**src/rtl/conv_sequencer.sv**
```systemverilog
// Sliding-window convolution sequencer: fetches each KxK window from image memory,
// multiply-accumulates against a latched kernel and hands results out over valid/ready.
// Optional macro CONV_SAT_EN: saturate results to 2*DATA_W bits instead of wrapping.
module conv_sequencer #(
    parameter int DATA_W  = 8,
    parameter int K_SIZE  = 3,
    parameter int IMG_W   = 8,
    parameter int IMG_H   = 8,
    localparam int ADDR_W = $clog2(IMG_W * IMG_H),
    localparam int ACC_W  = 2 * DATA_W + $clog2(K_SIZE * K_SIZE)
) (
    input  logic                              clk,
    input  logic                              rst_n,
    input  logic                              start,
    input  logic [DATA_W*K_SIZE*K_SIZE-1:0]   kernel,
    output logic                              mem_rd,
    output logic [ADDR_W-1:0]                 mem_addr,
    input  logic [DATA_W-1:0]                 mem_data,
    output logic [2*DATA_W-1:0]               out_data,
    output logic                              out_valid,
    input  logic                              out_ready,
    output logic                              out_last,
    output logic                              busy,
    output logic                              done
);
    localparam int TAPS   = K_SIZE * K_SIZE;
    localparam int OUT_W  = 2 * DATA_W;
    localparam int TAP_W  = $clog2(TAPS + 1);
    localparam int KW     = $clog2(K_SIZE + 1);
    localparam int ROW_W  = $clog2(IMG_H + 1);
    localparam int COL_W  = $clog2(IMG_W + 1);
    localparam int LAST_R = IMG_H - K_SIZE;
    localparam int LAST_C = IMG_W - K_SIZE;

    typedef enum logic [2:0] {IDLE, FETCH, LAST, OUT, DONE} state_t;

    state_t                     state_q;
    logic [DATA_W*TAPS-1:0]     kernel_q;
    logic [ACC_W-1:0]           acc_q;
    logic [TAP_W-1:0]           tap_q, tap_d1_q;
    logic                       rd_d1_q;
    logic [KW-1:0]              kx_q, ky_q;
    logic [ROW_W-1:0]           r_q;
    logic [COL_W-1:0]           c_q;
    logic                       mem_rd_q, out_valid_q, out_last_q, busy_q, done_q;
    logic [ADDR_W-1:0]          mem_addr_q;
    logic [OUT_W-1:0]           out_data_q;

    logic [DATA_W-1:0]          weight [TAPS];
    logic [ACC_W-1:0]           prod, acc_sum;
    logic [OUT_W-1:0]           result;
    logic [KW-1:0]              kx_d, ky_d;
    logic [ROW_W-1:0]           r_d;
    logic [COL_W-1:0]           c_d;
    logic                       last_win;

    for (genvar gi = 0; gi < TAPS; gi++) begin : g_weight
        assign weight[gi] = kernel_q[gi*DATA_W +: DATA_W];
    end

    function automatic logic [ADDR_W-1:0] pix_addr(input logic [ROW_W-1:0] row,
                                                   input logic [COL_W-1:0] col,
                                                   input logic [KW-1:0]    ky,
                                                   input logic [KW-1:0]    kx);
        return ADDR_W'((32'(row) + 32'(ky)) * IMG_W + 32'(col) + 32'(kx));
    endfunction

    // Product belongs to the read issued one cycle earlier, so it uses the delayed tap index.
    always_comb begin
        prod    = '0;
        if (rd_d1_q) prod = ACC_W'(mem_data) * ACC_W'(weight[tap_d1_q]);
        acc_sum = acc_q + prod;
`ifdef CONV_SAT_EN
        result  = (acc_sum[ACC_W-1:OUT_W] != '0) ? '1 : acc_sum[OUT_W-1:0];
`else
        result  = acc_sum[OUT_W-1:0];
`endif
    end

    always_comb begin
        kx_d = kx_q + KW'(1);
        ky_d = ky_q;
        if (kx_q == KW'(K_SIZE - 1)) begin
            kx_d = '0;
            ky_d = ky_q + KW'(1);
        end
        c_d = c_q + COL_W'(1);
        r_d = r_q;
        if (c_q == COL_W'(LAST_C)) begin
            c_d = '0;
            r_d = r_q + ROW_W'(1);
        end
        last_win = (r_q == ROW_W'(LAST_R)) && (c_q == COL_W'(LAST_C));
    end

    always_ff @(posedge clk or negedge rst_n) begin
        if (!rst_n) begin
            state_q     <= IDLE;
            kernel_q    <= '0;
            acc_q       <= '0;
            tap_q       <= '0;
            tap_d1_q    <= '0;
            rd_d1_q     <= 1'b0;
            kx_q        <= '0;
            ky_q        <= '0;
            r_q         <= '0;
            c_q         <= '0;
            mem_rd_q    <= 1'b0;
            mem_addr_q  <= '0;
            out_data_q  <= '0;
            out_valid_q <= 1'b0;
            out_last_q  <= 1'b0;
            busy_q      <= 1'b0;
            done_q      <= 1'b0;
        end else begin
            rd_d1_q  <= mem_rd_q;
            tap_d1_q <= tap_q;
            if (state_q == FETCH || state_q == LAST) acc_q <= acc_sum;
            case (state_q)
                IDLE: begin
                    if (start) begin
                        kernel_q   <= kernel;
                        acc_q      <= '0;
                        tap_q      <= '0;
                        kx_q       <= '0;
                        ky_q       <= '0;
                        r_q        <= '0;
                        c_q        <= '0;
                        mem_rd_q   <= 1'b1;
                        mem_addr_q <= '0;
                        busy_q     <= 1'b1;
                        state_q    <= FETCH;
                    end
                end
                FETCH: begin
                    if (tap_q == TAP_W'(TAPS - 1)) begin
                        mem_rd_q   <= 1'b0;
                        mem_addr_q <= '0;
                        state_q    <= LAST;
                    end else begin
                        tap_q      <= tap_q + TAP_W'(1);
                        kx_q       <= kx_d;
                        ky_q       <= ky_d;
                        mem_addr_q <= pix_addr(r_q, c_q, ky_d, kx_d);
                    end
                end
                LAST: begin
                    out_data_q  <= result;
                    out_valid_q <= 1'b1;
                    out_last_q  <= last_win;
                    state_q     <= OUT;
                end
                OUT: begin
                    if (out_ready) begin
                        out_valid_q <= 1'b0;
                        out_last_q  <= 1'b0;
                        if (out_last_q) begin
                            done_q  <= 1'b1;
                            state_q <= DONE;
                        end else begin
                            r_q        <= r_d;
                            c_q        <= c_d;
                            acc_q      <= '0;
                            tap_q      <= '0;
                            kx_q       <= '0;
                            ky_q       <= '0;
                            mem_rd_q   <= 1'b1;
                            mem_addr_q <= pix_addr(r_d, c_d, '0, '0);
                            state_q    <= FETCH;
                        end
                    end
                end
                DONE: begin
                    done_q  <= 1'b0;
                    busy_q  <= 1'b0;
                    state_q <= IDLE;
                end
                default: state_q <= IDLE;
            endcase
        end
    end

    assign mem_rd    = mem_rd_q;
    assign mem_addr  = mem_addr_q;
    assign out_data  = out_data_q;
    assign out_valid = out_valid_q;
    assign out_last  = out_last_q;
    assign busy      = busy_q;
    assign done      = done_q;
endmodule

```
**config.mk**
```make
export PLATFORM = sky130hd
export DESIGN_NAME = conv_sequencer
export DESIGN_NICKNAME = d
export VERILOG_FILES = /design/src/rtl/conv_sequencer.sv
export SDC_FILE = /design/constraint.sdc
export NUM_CORES = 1
export LEC_CHECK = 0
export CAP_MARGIN = 20
export CORE_MARGIN = 10
export CORE_UTILIZATION = 61
export CTS_BUF_LIST = sky130_fd_sc_hd__clkbuf_4 sky130_fd_sc_hd__clkbuf_8 sky130_fd_sc_hd__clkbuf_16
export DETAILED_ROUTE_END_ITERATION = 12
export HOLD_SLACK_MARGIN = 0.08
export PLACE_DENSITY = 0.95
export SLEW_MARGIN = 20
export SYNTH_ARGS = -nofsm -noshare
export SYNTH_HDL_FRONTEND = slang
export SYNTH_SLANG_ARGS = --single-unit
export TNS_END_PERCENT = 30
```
**constraint.sdc**
```tcl
create_clock -name clk -period 14.9 [get_ports clk]
set_clock_uncertainty 0.05 [all_clocks]
set_input_delay 1.49 -clock clk [delete_from_list [all_inputs] [get_ports clk]]
set_output_delay 1.49 -clock clk [all_outputs]
set_load 0.05 [all_outputs]
```
==> impl_metrics.env <==
export IMPL_fin_nets=1132
export IMPL_postSynthCellCount=843
export IMPL_period_needed_ps=7810
export IMPL_critical_path_class="register to register"
export IMPL_clk_latency_ps=430
export IMPL_core_area_mm2=0.0146
export IMPL_hold_viol=0
export IMPL_ys_ff_latch=139
export IMPL_synth_warnings=0
export IMPL_viasPerCell=6.14
export IMPL_cpMaxStageDelayCell="dfrtp_1"
export IMPL_die_h_um=142
export IMPL_ioPinCount=111
export IMPL_clock_sinks=139
export IMPL_worstSetupStartpointType="register"
export IMPL_r2r_cells=25
export IMPL_fin_crit_sh_pct=52.4
export IMPL_cpPeakStageDelay_ps=950
export IMPL_clk_pin_slew_worst_paths_ps=60
export IMPL_cts_resized=0
export IMPL_holdCritPathClass="register to register"
export IMPL_first_pass_iters=5
export IMPL_place_detailed_hpwl_um=16800
export IMPL_place_inst=1111
export IMPL_end_kind="register"
export IMPL_rsz0062_at_grt="no"
export IMPL_drt_iter0_drc=605
export IMPL_num_vias=7015
export IMPL_synthesis_nets=1029
export IMPL_drv_slew=0
export IMPL_drc_errors=0
export IMPL_drive_gt1_share_pct=14.8
export IMPL_cts_htree_levels=4
export IMPL_wl_um=24100
export IMPL_num_rows=44
export IMPL_start_util_pct=62.3
export IMPL_arrival_ps=8110
export IMPL_hold_depth=0
export IMPL_max_freq_mhz=128
export IMPL_port_buffers=110
export IMPL_synthTopCellsByArea="dfrtp_1 (38%), mux2_2 (9.7%), ha_1 (8.7%)"
export IMPL_met2_usage_pct=41.9
export IMPL_yosysSeqAreaShare_pct=38.3
export IMPL_path_common_cell="fa_1"
export IMPL_first_global_vias=7501
export IMPL_cp_max_fo=17
export IMPL_track_usage_pct=24.1
export IMPL_syn2layout_area_growth_pct=19.9
export IMPL_syn_area_mm2=0.00909
export IMPL_finalInstanceArea_mm2=0.0109
export IMPL_grt_overflow=0
export IMPL_finalSetupViolations=0
export IMPL_synth_largest_area_cell="dfrtp_1"
export IMPL_async_flop_share_pct=100
export IMPL_cts_tree="built"
export IMPL_wl_per_cell_um=21.1
export IMPL_ys_types=56
export IMPL_crit_required_ps=15200
export IMPL_ant_nets=0
export IMPL_grt_max_degree=76
export IMPL_final_util_pct=74.7
export IMPL_tightest_slew_ps=1110
export IMPL_grt_use_met3_pct=5.67
export IMPL_cts_buffers=17
export IMPL_antenna_found_initial=0
export IMPL_root_buffer="clkbuf_16"
export IMPL_gp_congestion=0.947
export IMPL_fillCellCount=899
export IMPL_post_cts_setup_buffers=0
export IMPL_slew_headroom_pct=25.0
export IMPL_maxCapViolations=0
export IMPL_grt_met1_usage_pct=27.8
export IMPL_fp_dieW_um=142
export IMPL_dieArea_mm2=0.0202
export IMPL_grt_pass1_wl_um=38700
export IMPL_status="finished clean"
export IMPL_ys_flop_type="dfrtp_1"
export IMPL_syn_area_per_cell_um2=10.8
export IMPL_dpl_cell_area_mm2=0.0103
export IMPL_finalNonFillerCells=1143
export IMPL_cts_hold_buffers_added=0
export IMPL_diodes=0
export IMPL_finalSetupTns_ps=0
export IMPL_synth_enable_flop_cells=0
export IMPL_cts_buffer_depth=2
export IMPL_busiest_layer="met2"
export IMPL_yosysTopAreaCellShare_pct=38.3
[per-layer routing]
metal | up-vias | share of wire, %
met1 | 3518 | 38
met4 | 0 | 3.5
met3 | 67 | 6.2
met5 | - | 0
met2 | 302 | 53
li1 | 3128 | -
[synth_stat cells, drive strengths merged (5+ instances only)]
master,count
mux4,16
clkbuf,15
mux2i,8
fa,39
a22oi,6
buf,14
a21o,14
nand2b,7
o21ai,49
a211oi,8
inv,61
xnor2,16
nand3,14
a22o,5
ha,63
mux2,78
nand2,76
nand4,5
xor2,19
and2,59
a21oi,38
nor2,44
nor2b,5
dfrtp,139
[flip-flops by register name, summed over array words and instances (netlist names), 3 cells and up]
signal	flops
kernel_q	72
acc_q	16
out_data	16
mem_addr	6
c_q	4
r_q	4
tap_d1_q	4
tap_q	4
state_q	3
[final timing paths]
kind / to / slack [ps] / from
setup / recovery: acc_q[15] / 7090 / tap_d1_q[1]
hold / removal: tap_d1_q[3] / 400 / tap_q[3]
setup reg to reg: acc_q[15] / 7090 / tap_d1_q[1]
hold reg to reg: tap_d1_q[3] / 400 / tap_q[3]
max in group asynchronous: tap_d1_q[0] / 12440 / rst_n
min in group asynchronous: kernel_q[34] / 1010 / rst_n
[critical path: cells and delay by family (launching register included)]
family	cells	cell delay, ps
buf+inv	3	150
mux	2	500
xor+xnor	1	150
compound gates	8	2220
simple gates	5	880
fa+ha+maj	6	2820
flops	1	950
[kinds of logic (layout without fill, tap and decap cells)]
kind of cell,Yosys count,in the layout,synth area share [%]
and+or+nand+nor,226,226,12.3
AOI/OAI and AO/OA,147,147,10.0
DFF,139,139,38.3
adders and majority gates,102,102,17.3
muxes,102,102,14.5
buffers and inverters,91,207,3.96
xor gates and xnor gates,36,36,3.63
[cell type report]
cell class | count | area (um^2) | share of cell area, %
Tap cell | 184 | 230 | 2.11
Clock inverter | 12 | 115 | 1.06
Inverter | 62 | 233 | 2.13
Clock buffer | 20 | 460 | 4.22
Sequential cell | 139 | 3480 | 31.9
Multi-Input combinational cell | 613 | 5260 | 48.2
Timing Repair Buffer | 113 | 1120 | 10.3
[cells in the final DEF (no fill, tap or decap), types with 3 or more instances in the layout]
master / instances
nand2b_1: 7
mux2_2: 78
dfrtp_1: 138
a31oi_1: 4
a21oi_1: 38
xor2_1: 19
o221ai_1: 3
o21ai_0: 48
a211oi_1: 7
o21a_1: 3
xnor2_1: 16
nor2b_1: 5
ha_1: 63
nand2_1: 76
nand3_1: 14
a21o_1: 12
a22o_1: 5
a211o_1: 3
buf_4: 3
mux2i_1: 8
clkbuf_16: 17
inv_1: 61
mux4_2: 16
nand4_1: 5
fa_1: 39
clkdlybuf4s50_1: 109
nor2_1: 43
o31ai_1: 4
and3_1: 3
clkinv_4: 3
a22oi_1: 6
and2_1: 58
clkinv_2: 3
[stage by stage]
stage	worst slack (ps)	hold slack [ps]
floorplan	8120	342
global placement	7370	367
detailed placement	7010	371
CTS	6820	395
global route	6640	402
finish	7090	400
Power is not shown: default switching activity piles up to over one toggle a cycle in this logic, so the estimate is an artifact.
